### src/rtl/tug_of_war_ctrl.sv
// Round sequencer for the tug-of-war light field: turns player keys into
// single-cycle move pulses, scores points when the light leaves either end,
// holds the result, restarts the field and stops the match at WIN_SCORE.
module tug_of_war_ctrl #(
    parameter int WIN_SCORE   = 7,
    parameter int HOLD_CYCLES = 4,
    parameter int SCORE_W     = 3
) (
    input  logic               Clock,
    input  logic               Reset,
    input  logic               keyL,
    input  logic               keyR,
    input  logic               leftEnd,
    input  logic               rightEnd,
    output logic               L,
    output logic               R,
    output logic               freset,
    output logic [SCORE_W-1:0] scoreL,
    output logic [SCORE_W-1:0] scoreR,
    output logic [1:0]         winner,
    output logic               gameOver
);

    localparam int CNT_W = (HOLD_CYCLES > 1) ? $clog2(HOLD_CYCLES) : 1;

    localparam logic [1:0] S_PLAY    = 2'd0;
    localparam logic [1:0] S_HOLD    = 2'd1;
    localparam logic [1:0] S_RESTART = 2'd2;
    localparam logic [1:0] S_OVER    = 2'd3;

    localparam logic [SCORE_W-1:0] SCORE_MAX = '1;
    localparam logic [SCORE_W-1:0] WIN_VAL   = SCORE_W'(WIN_SCORE);
    localparam logic [CNT_W-1:0]   HOLD_LOAD = CNT_W'(HOLD_CYCLES - 1);

    logic [1:0]         state_q, state_d;
    logic [CNT_W-1:0]   cnt_q, cnt_d;
    logic [SCORE_W-1:0] scoreL_q, scoreL_d;
    logic [SCORE_W-1:0] scoreR_q, scoreR_d;
    logic [1:0]         winner_q, winner_d;
    logic               L_q, L_d;
    logic               R_q, R_d;
    logic               prevL_q, prevR_q;
    logic               point_l, point_r;

    // Scores stop at the counter maximum instead of wrapping.
    function automatic logic [SCORE_W-1:0] sat_inc(input logic [SCORE_W-1:0] s);
        return (s == SCORE_MAX) ? s : s + SCORE_W'(1);
    endfunction

    // A point is scored by the pulse currently on the field; a simultaneous
    // L/R pair is a tie and never scores.
    assign point_l = L_q & ~R_q & leftEnd;
    assign point_r = R_q & ~L_q & rightEnd;

    // Next-state logic for the round sequencer, pulses and scores.
    always_comb begin
        state_d  = state_q;
        cnt_d    = cnt_q;
        scoreL_d = scoreL_q;
        scoreR_d = scoreR_q;
        winner_d = winner_q;
        L_d      = 1'b0;
        R_d      = 1'b0;
        case (state_q)
            S_PLAY: begin
                L_d = keyL & ~prevL_q;
                R_d = keyR & ~prevR_q;
                if (point_l) begin
                    scoreL_d = sat_inc(scoreL_q);
                    winner_d = 2'b01;
                    // No new pulse may start into the held result.
                    L_d      = 1'b0;
                    R_d      = 1'b0;
                    if (scoreL_d == WIN_VAL) begin
                        state_d = S_OVER;
                    end else begin
                        state_d = S_HOLD;
                        cnt_d   = HOLD_LOAD;
                    end
                end else if (point_r) begin
                    scoreR_d = sat_inc(scoreR_q);
                    winner_d = 2'b10;
                    L_d      = 1'b0;
                    R_d      = 1'b0;
                    if (scoreR_d == WIN_VAL) begin
                        state_d = S_OVER;
                    end else begin
                        state_d = S_HOLD;
                        cnt_d   = HOLD_LOAD;
                    end
                end
            end
            S_HOLD: begin
                if (cnt_q == '0) begin
                    state_d = S_RESTART;
                end else begin
                    cnt_d = cnt_q - CNT_W'(1);
                end
            end
            S_RESTART: begin
                state_d  = S_PLAY;
                winner_d = 2'b00;
            end
            S_OVER: begin
                state_d = S_OVER;
            end
            default: begin
                state_d = S_PLAY;
            end
        endcase
    end

    // State registers; previous key levels track the keys in every state so
    // a key held across reset or a restart never yields a pulse.
    always_ff @(posedge Clock) begin
        if (Reset) begin
            state_q  <= S_PLAY;
            cnt_q    <= '0;
            scoreL_q <= '0;
            scoreR_q <= '0;
            winner_q <= 2'b00;
            L_q      <= 1'b0;
            R_q      <= 1'b0;
            prevL_q  <= 1'b1;
            prevR_q  <= 1'b1;
        end else begin
            state_q  <= state_d;
            cnt_q    <= cnt_d;
            scoreL_q <= scoreL_d;
            scoreR_q <= scoreR_d;
            winner_q <= winner_d;
            L_q      <= L_d;
            R_q      <= R_d;
            prevL_q  <= keyL;
            prevR_q  <= keyR;
        end
    end

    assign L        = L_q;
    assign R        = R_q;
    assign freset   = (state_q == S_RESTART);
    assign gameOver = (state_q == S_OVER);
    assign scoreL   = scoreL_q;
    assign scoreR   = scoreR_q;
    assign winner   = winner_q;

endmodule

### config.mk
export PLATFORM = sky130hd
export DESIGN_NAME = tug_of_war_ctrl
export DESIGN_NICKNAME = d
export VERILOG_FILES = /design/src/rtl/tug_of_war_ctrl.sv
export SDC_FILE = /design/constraint.sdc
export NUM_CORES = 1
export LEC_CHECK = 0
export CORE_MARGIN = 10
export CORE_UTILIZATION = 35
export CTS_BUF_LIST = sky130_fd_sc_hd__clkbuf_8 sky130_fd_sc_hd__clkbuf_16
export DETAILED_ROUTE_END_ITERATION = 16
export GPL_TIMING_DRIVEN = 0
export HOLD_SLACK_MARGIN = 0.03
export PLACE_DENSITY = 0.63
export SYNTH_ARGS = -nofsm -noshare
export SYNTH_HDL_FRONTEND = slang
export SYNTH_SLANG_ARGS = --single-unit
### constraint.sdc
create_clock -name Clock -period 2.7 [get_ports Clock]
set_input_delay 0.27 -clock Clock [delete_from_list [all_inputs] [get_ports Clock]]
set_output_delay 0.27 -clock Clock [all_outputs]
set_load 0.01 [all_outputs]
## After elaboration in Yosys (flattened, before gate mapping)

Cells that the tools add are included.

| storage, ports and cells | value |
|---|---|
| flip-flop bits (word level) | 16 |
| output and inout bits | 12 |
| logic and storage cells | 63 |

| operators by class | value |
|---|---|
| reductions and logical operators | 10 |
| add/sub/neg operators | 3 |
| bitwise operators | 12 |
| eq/ne operators | 12 |
| muxes and demuxes | 17 |

Operators with widths:

| cell | count |
|---|---|
| $mux W2 | 12 |
| $eq A3 B3 Y1 const B | 4 |
| $ne A3 B3 Y1 const B | 3 |
| $pmux W2 S2 | 2 |
| $pmux W2 S4 | 1 |
| $add A3 B1 Y3 const B | 2 |
| $and A1 B1 Y1 | 6 |
| $mux W3 | 2 |
| $not A1 Y1 | 6 |
| $reduce_and A2 Y1 | 3 |
| $reduce_and A5 Y1 | 1 |
| $eq A2 B2 Y1 const B | 2 |
| $logic_not A2 Y1 | 2 |
| $ne A2 B2 Y1 const B | 2 |
| $reduce_bool A2 Y1 | 2 |
| $reduce_or A4 Y1 | 1 |
| $reduce_and A3 Y1 | 1 |
| $eq A2 B1 Y1 const B | 1 |
| $sub A2 B1 Y2 const B | 1 |

## Logic depth before layout (Yosys ltp)

| depth | value |
|---|---|
| depth in word-level cells | 7 |
| mapped depth | 6 |

## Worst setup path after synthesis

No wires, ideal clock.

| timing path | value |
|---|---|
| path kind | register to register |
| from | register scoreL_q[0], in the netlist scoreL[0] |
| to | register cnt_q[1] |
| path buffers | 0 |
| stages on the path, launching flop included | 6 |
| setup time | 0.119 ns |
| period minus slack after synthesis | 1.398 ns |
| arrival time | 1.280 ns |
| slack | 1.302 ns |
| cell sequence | dfxtp_1 ha_1 xnor2_1 o211ai_2 and3_1 o221a_1 |

| on the way | value |
|---|---|
| cells in the longest elaborated chain, start to end | 5 |
| elaborated cells on any way between the ends | 6 |
| those cells by class | add/sub (1); eq/ne (3); mux (1); reduce/logical (1) |

Ends and longest elaborated chain:

| element | line | text |
|---|---|---|
| from (decl) | 37 | `logic [SCORE_W-1:0] scoreL_q, scoreL_d;` |
| from (signal assigned) | 129 | `scoreL_q <= scoreL_d;` |
| $add A3 B1 Y3 or $eq A3 B3 Y1 (tied branches) | 47 | `return (s == SCORE_MAX) ? s : s + SCORE_W'(1);` |
| $mux W3 * | 47 |  |
| $eq A3 B3 Y1 * | 74 | `if (scoreL_d == WIN_VAL) begin` |
| $ne A3 B3 Y1 (no line) * | -- |  |
| $reduce_and A5 Y1 (no line) * | -- |  |
| to (signal assigned) | 128 | `cnt_q <= cnt_d;` |
| to (decl) | 36 | `logic [CNT_W-1:0] cnt_q, cnt_d;` |

Every way passes the cells marked *; elsewhere a longest branch is shown, timed or not.
A chain may end at the register's enable or synchronous reset.

## Final worst setup path

| timing path | value |
|---|---|
| from | register state_q[0] |
| to | output freset |

| on the way | value |
|---|---|
| cells in the longest elaborated chain, start to end | 1 |

Ends and longest elaborated chain:

| element | line | text |
|---|---|---|
| from (decl) | 35 | `logic [1:0] state_q, state_d;` |
| from (signal assigned) | 127 | `state_q <= state_d;` |
| $eq A2 B2 Y1 | 141 | `assign freset = (state_q == S_RESTART);` |
| to (decl) | 17 | `output logic freset,` |

Every way passes these cells.

==> run metrics <==
post-synth top area cell dfxtp_1; I/O pin count 18; post-route ant nets 0; cell leakage power around 0.43 nW; adder-cell share of the synthesized area 0.119; Yosys cell types 31; hold path startpoint prevL_q; post-synth top area share 0.382; met2 Use GR 0.139; Cell Rows 17; final net count 125; Worst Skew 0.00105 ns; RSZ-0062 raised after global routing no; PD cells 740 nW/µm²; DP Worst Slack 1.03 ns; PostCTS Resize Cnt 0; gr ovfl total 0; total CTS buffers 3; worst r2r src state_q[1]; R2R cell count 6; Post-Syn Area 838 µm²; die height 68.9 µm; Tot Pwr between 0.0008 and 0.0009 W; r2r setup slk 1.17 ns; Syn Nets slightly above 100; GR Util All Layers 0.0820; Post-CTS Hold Buffers 0; Initial Util 0.372; global-route wire length before repair roughly 3.1 mm; XOR/XNOR Fraction of Synth Area 0.0313; CP Launch Type flip-flop; sequence of cells on the critical path inv_1 > ha_1 > clkdlybuf4s50_1; sum of negative setup slack 0 ns; M3 GR Usage 0.0322; hold_ws 0.392 ns; max incr delay on CP 0.56 ns; final setup fails 0; simple-gate share of the synthesized area 0.222; syn avg cell area 9.42 µm²; Worst path slowest cell clkdlybuf4s50_1; Hold Crit Endpoint L; M1 GR Usage 0.0869; Clk pin slew, worst setup/hold paths 0.06 ns; multiplexer share of the synthesized area 0.0239; initial antenna violation count 0; setup bufs post-CTS 0; Final Hold Vio Count 0; Seq/Total Area, Yosys 0.382; number of antenna cells inserted 0; largest family of logic cells by synthesized area simple AND/OR/NAND/NOR gates; worst-margin pin slew 0.450 ns; max-slew violation count 0; R2R Path End cnt_q[1]; vias in the first global route 729; GRT busiest layer met2; HP Class flip-flop to flip-flop; Hold Crit Depth 1; IO buf count 17; DR DRC count 0; Compound-Gate Fraction of Synth Area 0.170; clk sinks 16; crit end category output pin; CTS root buffer clkbuf_8; normalized max-slew margin 0.700; Synth warnings 0; routed wire length per instance 13.0 µm; via count roughly 710; top post-synthesis cells by area dfxtp_1 38%, ha_1 12%, nor2_1 4.0%, inv_1 2.7%, nand2_1 2.7%; Crit Path Class flip-flop to output pin; DPL Wire Length 1.45 mm; clk buf depth 2; most frequent cells in the layout 17 x clkdlybuf4s50_1, 16 x dfxtp_1, 9 x nor2_1; Worst EP arrival about 1.5 ns; CORE AREA between 2000 and 2500 µm²; H-tree levels 1; Total Wirelength 1.79 mm; Cells after Synth 89; maximum vdd drop 0.354 mV; DRT Pass-1 Iters 4; Die ar. 4750 µm²; most common cell after layout, fill and taps aside clkdlybuf4s50_1; MaxCap Viol Count 0; CTS tree yes; #FFs+latches synth 16; Critical Path RT 2.43 ns; worst skew pair latency roughly 0.25 ns; pin count of the biggest net entering global routing 11; Final min period roughly 1.8 ns; initial detailed-routing violation count 28; layout cells sized above 1 0.109; Tcrit/Tclk final 0.651; WP buf/inv 2; synth-to-layout area growth 31.0%; CP top delay family buffers and inverters; RePlAce Congestion 0.781; status completed; Peak Freq approximately 570 MHz; die boundary width 68.9 µm; vias per inst 5.17; final worst slack 0.941 ns; largest fanout on the critical path 4
Yosys cell counts (all sizes together):
cell / count
o311ai: 1
and3b: 2
nor4b: 2
nor2: 9
inv: 6
and2b: 1
or2: 2
nand4: 1
xor2: 2
nand2: 6
nand2b: 3
and3: 1
dfxtp: 16
a31oi: 5
mux2i: 2
nand3b: 3
o21ai: 2
a211oi: 1
a21oi: 4
o32ai: 1
clkbuf: 1
ha: 8
nand3: 4
o211ai: 1
buf: 2
xnor2: 1
o221a: 2
worst register-to-register path: stages, from the launching register on:
cell and delay (ns):
dfxtp_1 0.37, inv_1 0.10, ha_1 0.22, and2b_1 0.23
a21oi_1 0.17, a31oi_2 0.07, o221a_1 0.26
registers in the layout, summed over array words and instances (netlist names), 2 cells and up, named ones only:
register  cells
scoreR        2
state_q       2
scoreL        3
cnt_q         2
winner        2
worst max path at each step:
stage | from | to | cells after the start
final | state_q[0] | freset | 3
after global routing | state_q[0] | freset | 3
after CTS | state_q[0] | freset | 3
after detailed placement | leftEnd | cnt_q[1] | 6
after global placement | leftEnd | cnt_q[0] | 6
after floorplan | scoreL[0] | cnt_q[1] | 5
per-stage QoR:
| step | std cells | area, µm² | utilization |
|---|---|---|---|
| 5_1_grt | 138 | 1100 | 0.487 |
| 6_report | 138 | 1100 | 0.487 |
| 4_1_cts | 138 | 1100 | 0.487 |
| 3_3_place_gp | 134 | 1040 | 0.463 |
| 2_1_floorplan | 89 | 838 | - |
| 3_5_place_dp | 134 | 1040 | 0.463 |
power by group:
group,total [W],internal (W),switching (W)
combinational,0.000308,0.000143,0.000165
clock,0.000210,0.000129,0.0000811
sequential,0.000294,0.000269,0.0000249
area by class of cell:
type	instances	area, µm²
Clock buffer	4	55.1
Buffer	3	20.0
Fill cell	238	1160
Inverter	6	22.5
Timing Repair Buffer	17	170
Tap cell	28	35.0
Sequential cell	16	320
Multi-Input combinational cell	64	475
cells by family after synthesis:
family	Yosys count
muxes	2
and+or+nand+nor	34
DFF	16
buffers and inverters	9
AOI/OAI and AO/OA	17
xor gates and xnor gates	3
adders and majority gates	8
per-layer routing:
metal,up-vias,wire length (µm)
li1,355,-
met1,339,758
met2,16,903
met3,4,115
met4,0,17
met5,-,0
(Power assumes the default switching activity.)
